--- src/rtl/firin_siralayici_if.sv ---
// Bundle of station request buses, dough-unit handshake and result signals
// shared between the oven sequencer and its environment.
interface firin_siralayici_if #(
    parameter int N_REQ = 4
);
    logic [N_REQ-1:0]   istek;
    logic [6*N_REQ-1:0] un_bus;
    logic [8*N_REQ-1:0] su_bus;
    logic [3*N_REQ-1:0] tuz_bus;
    logic [N_REQ-1:0]   maya_bus;

    logic               h_basla;
    logic [5:0]         h_un;
    logic [7:0]         h_su;
    logic [2:0]         h_tuz;
    logic               h_maya;
    logic [1:0]         h_kalinlik;
    logic               h_mayali;
    logic               h_tuzlu;
    logic               h_bitti;

    logic [N_REQ-1:0]   onay;
    logic [N_REQ-1:0]   hazir;
    logic [1:0]         sonuc_kalinlik;
    logic               sonuc_mayali;
    logic               sonuc_tuzlu;
    logic               hata;
    logic               mesgul;

    // Environment side: stations and the dough unit.
    modport master (
        output istek, un_bus, su_bus, tuz_bus, maya_bus,
        output h_kalinlik, h_mayali, h_tuzlu, h_bitti,
        input  h_basla, h_un, h_su, h_tuz, h_maya,
        input  onay, hazir, sonuc_kalinlik, sonuc_mayali, sonuc_tuzlu, hata, mesgul
    );

    // Sequencer side.
    modport slave (
        input  istek, un_bus, su_bus, tuz_bus, maya_bus,
        input  h_kalinlik, h_mayali, h_tuzlu, h_bitti,
        output h_basla, h_un, h_su, h_tuz, h_maya,
        output onay, hazir, sonuc_kalinlik, sonuc_mayali, sonuc_tuzlu, hata, mesgul
    );
endinterface

--- src/rtl/firin_siralayici.sv ---
// Round-robin sequencer sharing one dough unit among N_REQ stations, followed
// by thickness-scaled proofing and baking timers and a per-station completion pulse.
module firin_siralayici #(
    parameter int N_REQ       = 4,
    parameter int MAYA_SURE   = 16,
    parameter int PISME_SURE  = 8,
    parameter int ZAMAN_ASIMI = 8
) (
    input logic              saat,
    input logic              reset,
    firin_siralayici_if.slave bus
);
    localparam int SW       = (N_REQ > 1) ? $clog2(N_REQ) : 1;
    localparam int EN_BUYUK = (MAYA_SURE > PISME_SURE) ? MAYA_SURE : PISME_SURE;
    localparam int SAYAC_UST = (4 * EN_BUYUK > ZAMAN_ASIMI) ? 4 * EN_BUYUK : ZAMAN_ASIMI;
    localparam int CW       = $clog2(SAYAC_UST + 1);

    typedef enum logic [2:0] {BOS, ISTE, MAYALA, PIS, TESLIM, HATA} durum_t;

    durum_t        durum;
    logic [SW-1:0] son;
    logic [CW-1:0] sayac;
    logic [SW-1:0] aday;
    logic          aday_var;

    // Timer reload: (k+1)*taban cycles, counted down to zero; k=3 gives x4.
    function automatic logic [CW-1:0] sure(input logic [1:0] k, input int taban);
        return CW'((int'(k) + 1) * taban - 1);
    endfunction

    // Round-robin search starting just after the last granted station.
    // NOTE: every variable gets a default before the loop so no latch is inferred.
    always_comb begin
        int            idx;
        logic [SW-1:0] idx_k;
        aday     = son;
        aday_var = 1'b0;
        idx      = 0;
        idx_k    = '0;
        for (int ofs = 1; ofs <= N_REQ; ofs++) begin
            idx = int'(son) + ofs;
            if (idx >= N_REQ) idx = idx - N_REQ;
            idx_k = SW'(idx);
            if (!aday_var && bus.istek[idx_k]) begin
                aday     = idx_k;
                aday_var = 1'b1;
            end
        end
    end

    // NOTE: all state and outputs use non-blocking assignments so every
    // register updates from pre-edge values.
    always_ff @(posedge saat) begin
        if (reset) begin
            durum              <= BOS;
            son                <= SW'(N_REQ - 1);
            sayac              <= '0;
            bus.onay           <= '0;
            bus.hazir          <= '0;
            bus.hata           <= 1'b0;
            bus.mesgul         <= 1'b0;
            bus.h_basla        <= 1'b0;
            bus.h_un           <= '0;
            bus.h_su           <= '0;
            bus.h_tuz          <= '0;
            bus.h_maya         <= 1'b0;
            bus.sonuc_kalinlik <= '0;
            bus.sonuc_mayali   <= 1'b0;
            bus.sonuc_tuzlu    <= 1'b0;
        end else begin
            case (durum)
                BOS: begin
                    if (aday_var) begin
                        son         <= aday;
                        bus.h_un    <= bus.un_bus[6*aday +: 6];
                        bus.h_su    <= bus.su_bus[8*aday +: 8];
                        bus.h_tuz   <= bus.tuz_bus[3*aday +: 3];
                        bus.h_maya  <= bus.maya_bus[aday];
                        bus.h_basla <= 1'b1;
                        bus.onay    <= N_REQ'(1) << aday;
                        bus.mesgul  <= 1'b1;
                        sayac       <= '0;
                        durum       <= ISTE;
                    end
                end

                ISTE: begin
                    bus.onay <= '0;
                    if (bus.h_bitti) begin
                        bus.h_basla        <= 1'b0;
                        bus.sonuc_kalinlik <= bus.h_kalinlik;
                        bus.sonuc_mayali   <= bus.h_mayali;
                        bus.sonuc_tuzlu    <= bus.h_tuzlu;
                        if (bus.h_mayali) begin
                            sayac <= sure(bus.h_kalinlik, MAYA_SURE);
                            durum <= MAYALA;
                        end else begin
                            sayac <= sure(bus.h_kalinlik, PISME_SURE);
                            durum <= PIS;
                        end
                    end else if (sayac == CW'(ZAMAN_ASIMI - 1)) begin
                        bus.h_basla        <= 1'b0;
                        bus.sonuc_kalinlik <= '0;
                        bus.sonuc_mayali   <= 1'b0;
                        bus.sonuc_tuzlu    <= 1'b0;
                        bus.hazir          <= N_REQ'(1) << son;
                        bus.hata           <= 1'b1;
                        durum              <= HATA;
                    end else begin
                        sayac <= sayac + 1'b1;
                    end
                end

                MAYALA: begin
                    if (sayac == '0) begin
                        // Captured thickness sets the baking length too.
                        sayac <= sure(bus.sonuc_kalinlik, PISME_SURE);
                        durum <= PIS;
                    end else begin
                        sayac <= sayac - 1'b1;
                    end
                end

                PIS: begin
                    if (sayac == '0) begin
                        bus.hazir <= N_REQ'(1) << son;
                        durum     <= TESLIM;
                    end else begin
                        sayac <= sayac - 1'b1;
                    end
                end

                TESLIM, HATA: begin
                    bus.hazir  <= '0;
                    bus.hata   <= 1'b0;
                    bus.mesgul <= 1'b0;
                    durum      <= BOS;
                end

                default: durum <= BOS;
            endcase
        end
    end
endmodule

--- src/flat_wrapper.sv ---
// flat-port wrapper written by rule: the top's interface ports become plain ports
module firin_siralayici_flat 
#(
    parameter int N_REQ       = 4,
    parameter int MAYA_SURE   = 16,
    parameter int PISME_SURE  = 8,
    parameter int ZAMAN_ASIMI = 8
)
  (saat, reset, bus_istek, bus_un_bus, bus_su_bus, bus_tuz_bus, bus_maya_bus, bus_h_kalinlik, bus_h_mayali, bus_h_tuzlu, bus_h_bitti, bus_h_basla, bus_h_un, bus_h_su, bus_h_tuz, bus_h_maya, bus_onay, bus_hazir, bus_sonuc_kalinlik, bus_sonuc_mayali, bus_sonuc_tuzlu, bus_hata, bus_mesgul);
  firin_siralayici_if #(.N_REQ(N_REQ)) bus_i ();
  input logic saat;
  input logic reset;
  input wire logic [$bits(bus_i.istek)-1:0] bus_istek;
  input wire logic [$bits(bus_i.un_bus)-1:0] bus_un_bus;
  input wire logic [$bits(bus_i.su_bus)-1:0] bus_su_bus;
  input wire logic [$bits(bus_i.tuz_bus)-1:0] bus_tuz_bus;
  input wire logic [$bits(bus_i.maya_bus)-1:0] bus_maya_bus;
  input wire logic [$bits(bus_i.h_kalinlik)-1:0] bus_h_kalinlik;
  input wire logic [$bits(bus_i.h_mayali)-1:0] bus_h_mayali;
  input wire logic [$bits(bus_i.h_tuzlu)-1:0] bus_h_tuzlu;
  input wire logic [$bits(bus_i.h_bitti)-1:0] bus_h_bitti;
  output wire logic [$bits(bus_i.h_basla)-1:0] bus_h_basla;
  output wire logic [$bits(bus_i.h_un)-1:0] bus_h_un;
  output wire logic [$bits(bus_i.h_su)-1:0] bus_h_su;
  output wire logic [$bits(bus_i.h_tuz)-1:0] bus_h_tuz;
  output wire logic [$bits(bus_i.h_maya)-1:0] bus_h_maya;
  output wire logic [$bits(bus_i.onay)-1:0] bus_onay;
  output wire logic [$bits(bus_i.hazir)-1:0] bus_hazir;
  output wire logic [$bits(bus_i.sonuc_kalinlik)-1:0] bus_sonuc_kalinlik;
  output wire logic [$bits(bus_i.sonuc_mayali)-1:0] bus_sonuc_mayali;
  output wire logic [$bits(bus_i.sonuc_tuzlu)-1:0] bus_sonuc_tuzlu;
  output wire logic [$bits(bus_i.hata)-1:0] bus_hata;
  output wire logic [$bits(bus_i.mesgul)-1:0] bus_mesgul;
  assign bus_i.istek = bus_istek;
  assign bus_i.un_bus = bus_un_bus;
  assign bus_i.su_bus = bus_su_bus;
  assign bus_i.tuz_bus = bus_tuz_bus;
  assign bus_i.maya_bus = bus_maya_bus;
  assign bus_i.h_kalinlik = bus_h_kalinlik;
  assign bus_i.h_mayali = bus_h_mayali;
  assign bus_i.h_tuzlu = bus_h_tuzlu;
  assign bus_i.h_bitti = bus_h_bitti;
  assign bus_h_basla = bus_i.h_basla;
  assign bus_h_un = bus_i.h_un;
  assign bus_h_su = bus_i.h_su;
  assign bus_h_tuz = bus_i.h_tuz;
  assign bus_h_maya = bus_i.h_maya;
  assign bus_onay = bus_i.onay;
  assign bus_hazir = bus_i.hazir;
  assign bus_sonuc_kalinlik = bus_i.sonuc_kalinlik;
  assign bus_sonuc_mayali = bus_i.sonuc_mayali;
  assign bus_sonuc_tuzlu = bus_i.sonuc_tuzlu;
  assign bus_hata = bus_i.hata;
  assign bus_mesgul = bus_i.mesgul;
  firin_siralayici #(.N_REQ(N_REQ), .MAYA_SURE(MAYA_SURE), .PISME_SURE(PISME_SURE), .ZAMAN_ASIMI(ZAMAN_ASIMI)) u_core (.saat(saat), .reset(reset), .bus(bus_i));
endmodule
--- config.mk ---
export PLATFORM = sky130hd
export DESIGN_NAME = firin_siralayici_flat
export DESIGN_NICKNAME = d
export VERILOG_FILES = /design/src/rtl/firin_siralayici_if.sv /design/src/rtl/firin_siralayici.sv /design/src/flat_wrapper.sv
export SDC_FILE = /design/constraint.sdc
export NUM_CORES = 1
export LEC_CHECK = 0
export BUFFER_PORTS_ARGS = -buffer_cell sky130_fd_sc_hd__buf_2
export CAP_MARGIN = 30
export CORE_MARGIN = 3
export CORE_UTILIZATION = 50
export CTS_CLUSTER_DIAMETER = 200
export CTS_CLUSTER_SIZE = 20
export DETAILED_ROUTE_END_ITERATION = 16
export PLACE_DENSITY = 0.79
export SLEW_MARGIN = 20
export SYNTH_ARGS = -nofsm -noshare
export SYNTH_HDL_FRONTEND = slang
export SYNTH_SLANG_ARGS = --single-unit
--- constraint.sdc ---
create_clock -name saat -period 3.4 [get_ports saat]
set_clock_uncertainty 0.2 [all_clocks]
set_input_delay 0.17 -clock saat [delete_from_list [all_inputs] [get_ports saat]]
set_output_delay 0.17 -clock saat [all_outputs]
set_load 0.005 [all_outputs]
Word level (Yosys, flattened, before mapping)
Cells that the tools add are included.

operators by class
  add/sub/neg operators = 15
  multipliers = 2
  div/mod/pow operators = 0
  $lt $le $gt $ge = 9
  eq/ne operators = 14
  shift operators = 5
  muxes and demuxes = 54
  bitwise operators = 0
  reductions and logical operators = 24

operator list
  cell                                                      number
  two-way mux 7 bit                                         6
  indexed part select 32 x 6 -> 8 bit                       1
  case mux 7 bit (4 select lines)                           1
  indexed part select 24 x 6 -> 6 bit                       1
  subtractor 7 x 2 -> 7 bit, second input constant          3
  two-way mux 2 bit                                         10
  two-way mux 1 bit                                         17
  two-way mux 4 bit                                         4
  < comparator 2 x 3 -> 1 bit, second input constant        5
  two-way mux 3 bit                                         5
  case mux 3 bit (4 select lines)                           1
  case mux 4 bit (3 select lines)                           1
  AND reduction 4 bit                                       3
  indexed part select 12 x 5 -> 3 bit                       1
  binary-select mux 1 bit (select 2 bit)                    5
  adder 2 x 1 -> 3 bit, second input constant               3
  greater-or-equal comparator 3 bit, second input constant  3
  multiplier 2 x 2 -> 4 bit, first input constant           2
  inequality test 2 x 1 -> 1 bit, second input constant     4
  case mux 4 bit (2 select lines)                           1
  AND reduction 2 bit                                       4
  nonzero test 2 bit                                        4
  << shifter 1 x 2 -> 4 bit, first input constant           2
  subtractor 2 x 1 -> 2 bit, second input constant          4
  21 further kinds                                          32

storage, ports and cells
  register bits = 45
  latch bits = 0
  RAM bits = 0
  memory bits (read-only) = 0
  input bits = 83
  output and inout port bits = 33
  logic and storage cells = 138
  memories = 0

Logic depth before layout (Yosys ltp)
  depth in word-level cells = 18
  gate-level depth with buffers = 15
  depth with buffers taken out = 8

Worst setup path after synthesis
No wires, ideal clock.

  path kind = register to register
  start point = register u_core.son[0]
  end point = register u_core.bus.h_su[3]
  library setup time = 0.126 ns
  arrival = 3.044 ns
  data required time = 3.074 ns
  setup slack = 0.029 ns
  cell stages (with the launch flop) = 15
  path through = dfxtp_1 > buf_2 > buf_2 > inv_2 > buf_2 > buf_1 > ha_1 > buf_2 > mux2_2 > buf_1 > a221oi_1 > nor2_1 > a211o_1 > o21ai_0 > a22oi_2

between the ends
  word-level cells in the longest chain between the ends = 16

RTL lines
  item                                                                            line                       text
  start: declaration                                                              firin_siralayici.sv:21     logic [SW-1:0] son;
  start signal: assignment                                                        firin_siralayici.sv:56     son <= SW'(N_REQ - 1);
  start signal: assignment                                                        firin_siralayici.sv:74     son <= aday;
  adder 2 x 1 -> 3 bit                                                            firin_siralayici.sv:41     idx = int'(son) + ofs;
  greater-or-equal comparator 3 bit or subtractor 2 x 1 -> 2 bit (tied branches)  firin_siralayici.sv:42     if (idx >= N_REQ) idx = idx - N_REQ;
  two-way mux 2 bit                                                               firin_siralayici.sv:42
  binary-select mux 1 bit (select 2 bit)                                          firin_siralayici.sv:44     if (!aday_var && bus.istek[idx_k]) begin
  two-way mux 1 bit (implied by the code)                                         firin_siralayici.sv:44
  two-way mux 1 bit                                                               firin_siralayici.sv:44
  logical NOT 1 bit                                                               firin_siralayici.sv:44
  logical AND 1 bit                                                               firin_siralayici.sv:44
  two-way mux 1 bit                                                               firin_siralayici.sv:44
  logical NOT 1 bit                                                               firin_siralayici.sv:44
  logical AND 1 bit                                                               firin_siralayici.sv:44
  two-way mux 1 bit                                                               firin_siralayici.sv:44
  logical NOT 1 bit                                                               firin_siralayici.sv:44
  logical AND 1 bit                                                               firin_siralayici.sv:44
  two-way mux 2 bit or two-way mux 1 bit (tied branches)                          firin_siralayici.sv:44
  indexed part select 32 x 6 -> 8 bit or AND reduction 2 bit (tied branches)      n/a
  end signal: assignment                                                          firin_siralayici.sv:76     bus.h_su <= bus.su_bus[8*aday +: 8];
  end: declaration                                                                firin_siralayici_if.sv:42  output h_basla, h_un, h_su, h_tuz, h_maya,

Parallel ways exist; a longest one is shown, timed or not. The select of a mux whose other input is x is not followed.
A chain may end at the register's enable or synchronous reset.

Worst setup path in the final report
  start point = register u_core.son[0]
  end point = register u_core.bus.h_un[2]

between the ends
  word-level cells in the longest chain between the ends = 17

RTL lines
  item                                                                            line                       text
  adder 2 x 1 -> 3 bit                                                            firin_siralayici.sv:41
  greater-or-equal comparator 3 bit or subtractor 2 x 1 -> 2 bit (tied branches)  firin_siralayici.sv:42
  two-way mux 2 bit                                                               firin_siralayici.sv:42
  binary-select mux 1 bit (select 2 bit)                                          firin_siralayici.sv:44
  two-way mux 1 bit (implied by the code)                                         firin_siralayici.sv:44
  two-way mux 1 bit                                                               firin_siralayici.sv:44
  logical NOT 1 bit                                                               firin_siralayici.sv:44
  logical AND 1 bit                                                               firin_siralayici.sv:44
  two-way mux 1 bit                                                               firin_siralayici.sv:44
  logical NOT 1 bit                                                               firin_siralayici.sv:44
  logical AND 1 bit                                                               firin_siralayici.sv:44
  two-way mux 1 bit                                                               firin_siralayici.sv:44
  logical NOT 1 bit                                                               firin_siralayici.sv:44
  logical AND 1 bit                                                               firin_siralayici.sv:44
  two-way mux 2 bit                                                               firin_siralayici.sv:44
  multiplier 2 x 2 -> 4 bit                                                       firin_siralayici.sv:75     bus.h_un <= bus.un_bus[6*aday +: 6];
  indexed part select 24 x 6 -> 6 bit                                             firin_siralayici.sv:75
  end signal: assignment                                                          firin_siralayici.sv:75
  end: declaration                                                                firin_siralayici_if.sv:42

Parallel ways exist; a longest one is shown, timed or not. The select of a mux whose other input is x is not followed.

==> summary.md <==
| Metric | Value |
|---|---|
| # DRC | `0` |
| Nets | `810` |
| Yosys reg bits | `45` |
| TNS Setup | `0 ns` |
| GPL Wtd Cong | `0.8693` |
| Post-CTS Setup Bufs | `0` |
| Prevailing post-synth register cell | `dfxtp_1` |
| Dpl cell area | `5095 um^2` |
| Min-delay worst type | `input port to register` |
| Synth Area in Adders | `4.087%` |
| Complex-gate fraction of the synthesized area | `about 40%` |
| Initial Util | `52.15%` |
| Setup violators final | `0` |
| Max-cap viol count | `0` |
| Post-Place Cells | `779` |
| Required time of the critical path | `3.40 ns` |
| First-pass GRT wire length | `24,800 um` |
| Mux cell area share after synthesis | `3.379%` |
| Total Wirelength | `15,480 um` |
| CP Capture Point | `u_core.bus.h_un[2]` |
| Power Total | `~3.7 mW` |
| FF-to-FF setup slack | `0.36 ns` |
| CTS Buffer Depth | `2` |
| Sequential share of the synthesized area | `between 10% and 20%` |
| Grt ovf | `0` |
| XOR/XNOR Fraction of Synth Area | `under 10%` |
| Fillers | `between 700 and 800` |
| Largest net degree at the start of global routing | `42` |
| H-tree levels | `2` |
| CP Class | `register to register` |
| Chip height | `101.8 um` |
| Dpl hpwl | `9886 um` |
| Worst skew pair latency | `~0.30 ns` |
| Fin. max-slew vios | `0` |
| Area of the multi-input gates | `3353 um^2` |
| Max FO, Critical Path | `20` |
| CTS buffer count | `5` |
| Design area | `5557 um^2` |
| Tot GR Track Use | `29.10%` |
| Post-Syn Instances | `slightly above 600` |
| Crit end category | `register` |
| Crit start category | `register` |
| Pwr/cell area | `662.9 nW/um^2` |
| Final Cycle Share | `around nine tenths` |
| RSZ-0062 raised after global routing | `false` |
| Number of flops mapped to enable cells by yosys | `0` |
| Layout cells sized above 1 | `24.68%` |
| Leak | `2.375 nW` |
| Synth cell types | `68` |
| Sink Count | `45` |
| Non-filler instance count after layout | `just over 800` |
| Initial DRT Pass Iterations | `7` |
| Register area | `903.4 um^2` |
| Final hold violation count | `0` |
| Antenna Nets Post-Route | `0` |
| Routed len/inst | `between 15 and 20 um` |
| DR iter-0 viols | `524` |
| Combinational family with the most area after synthesis | `compound AO/OA/AOI/OAI gates` |
| Top Ports | `about 120` |
| Worst r2r src | `u_core.son[0]` |
| Syn Std Cell Area | `4592 um^2` |
| Crit path launch | `u_core.son[0]` |
| Syn Area/Cell | `7.590 um^2` |
| Area of the die | `10,370 um^2` |
| Synth warnings | `0` |
| Final Critical Period | `3.040 ns` |
| Post-Syn Nets | `703` |
| Syn-to-layout area delta | `21.01%` |
| Commonest non-fill, non-tap cells in the layout | `115 x buf_2, 99 x nor2_1, 57 x a221oi_1, 56 x o21ai_0, 43 x dfxtp_1` |
| Cells on worst reg2reg path | `8` |
| Max-Slew Margin vs Limit | `55.09%` |
| CTS tree | `yes` |
| CTS clk-pin slew, worst paths | `roughly 0.09 ns` |
| Vias in the first global route | `5,164` |
| Slew @ Worst Pin | `0.6729 ns` |
| Most common cell after layout, fill and taps aside | `buf_2` |
| Initial antenna violation count | `0` |
| Core box area | `8806 um^2` |
| Row count | `34` |
| Worst EP arrival | `slightly above 3 ns` |
| Fmax | `0.3290 GHz` |
| Status | `complete, no violations` |
| Total number of vias | `5,451` |
| Vias per cell | `between 6 and 7` |
| FF-to-FF End | `u_core.bus.h_un[2]` |
| Async S/R FF share, synth | `0%` |
| Simple-Gate Fraction of Synth Area | `22.67%` |
| Worst VDD drop | `0.3208 mV` |
| Antenna cells | `0` |
| Die width | `slightly above 100 um` |
| Port-buffer cells | `around 120` |
| Root Driver | `clkbuf_8` |
## per-layer routing
layer  track usage [%]  vias to the layer above  part of all wire (%)
li1                  -                     2524                     -
met1             38.11                     2566                    40
met2             47.84                      319                    48
met3             5.256                       42                   9.6
met4             11.10                        0                   2.3
met5                 0                        -                     0
## worst min path at each step
| stage | slack [ns] | from | endpoint | cells past startpoint |
|---|---|---|---|---|
| 2_1_floorplan | 0.12 | bus_su_bus[13] | u_core.bus.h_su[5] | 2 |
| 3_3_place_gp | 0.23 | bus_h_tuzlu | u_core.bus.sonuc_tuzlu | 3 |
| 3_5_place_dp | 0.25 | bus_h_tuzlu | u_core.bus.sonuc_tuzlu | 3 |
| 4_1_cts | 0.003 | bus_maya_bus[2] | u_core.bus.h_maya | 3 |
| 5_1_grt | 0.008 | bus_maya_bus[2] | u_core.bus.h_maya | 3 |
| 6_report | 0.003 | bus_maya_bus[2] | u_core.bus.h_maya | 3 |
## kinds of logic (layout without fill, tap and decap cells)
family	Yosys count	after routing
buf+inv	70	178
compound gates	236	236
xor+xnor	13	13
mux	15	15
simple gates	211	211
flops	45	45
fa+ha+maj	15	15
## layout make-up
class	instances	share of cell area, %
timing repair buffer	160	18.19
inverter	10	0.6755
tap	108	2.432
multi-input combinational	490	60.35
clock inverter	1	0.5404
clock buffer	7	1.554
sequential	45	16.26
## flip-flops by register name, summed over array words and instances, names as in the netlist, 2 cells and up
signal                     flops
u_core.bus.sonuc_kalinlik      2
u_core.bus.hazir               4
u_core.son                     2
u_core.sayac                   7
u_core.bus.h_tuz               3
u_core.bus.onay                4
u_core.durum                   3
u_core.bus.h_su                8
u_core.bus.h_un                6
## where the power goes
group	internal, mW	total [mW]	switching [mW]
clock	0.240	0.440	0.200
combinational	0.963	2.32	1.36
sequential	0.690	0.923	0.233
## through the flow
stage / worst slack, ns / util, % / hold slack [ns]
floorplan: 0.02942 / - / 0.1234
global placement: 0.3557 / 57.86 / 0.2267
detailed placement: 0.1647 / 57.86 / 0.2484
CTS: 0.1628 / 63.04 / 0.003181
global route: 0.1512 / 63.10 / 0.008308
finish: 0.3603 / 63.10 / 0.003288
## worst max-delay path: stages (launching register included)
cell	delay [ns]
dfxtp_2	0.54
inv_2	0.09
ha_1	0.50
mux2_2	0.57
a221oi_1	0.39
nor2_1	0.09
a211o_1	0.26
o21ai_0	0.20
a22oi_2	0.07
## cell usage after synthesis (5+ instances only)
| master | n | share of area, % |
|---|---|---|
| xnor2_1 | 9 | 1.7 |
| nand2_1 | 21 | 1.7 |
| nor3_1 | 5 | 0.54 |
| o21ai_0 | 56 | 6.1 |
| clkbuf_1 | 33 | 2.7 |
| o21ai_1 | 6 | 0.65 |
| nor2_1 | 101 | 8.3 |
| a221oi_2 | 13 | 4.3 |
| inv_1 | 9 | 0.74 |
| and2_1 | 19 | 2.6 |
| dfxtp_1 | 45 | 20 |
| a221oi_1 | 57 | 11 |
| a22oi_2 | 13 | 3.5 |
| buf_6 | 6 | 1.5 |
| a22oi_1 | 9 | 1.5 |
| ha_1 | 15 | 4.1 |
| buf_2 | 15 | 1.6 |
| nand3_1 | 25 | 2.7 |
| a211o_1 | 20 | 3.8 |
| a21oi_1 | 27 | 2.9 |
| mux2i_1 | 11 | 2.4 |
## repair_timing
item                                    4_1_cts  5_1_grt
hold buffers                                 34        0
gates resized for setup                       0        2
endpoints found under the setup margin        0       11
endpoints found under the hold margin        19        0
(Power assumes the default switching activity.)
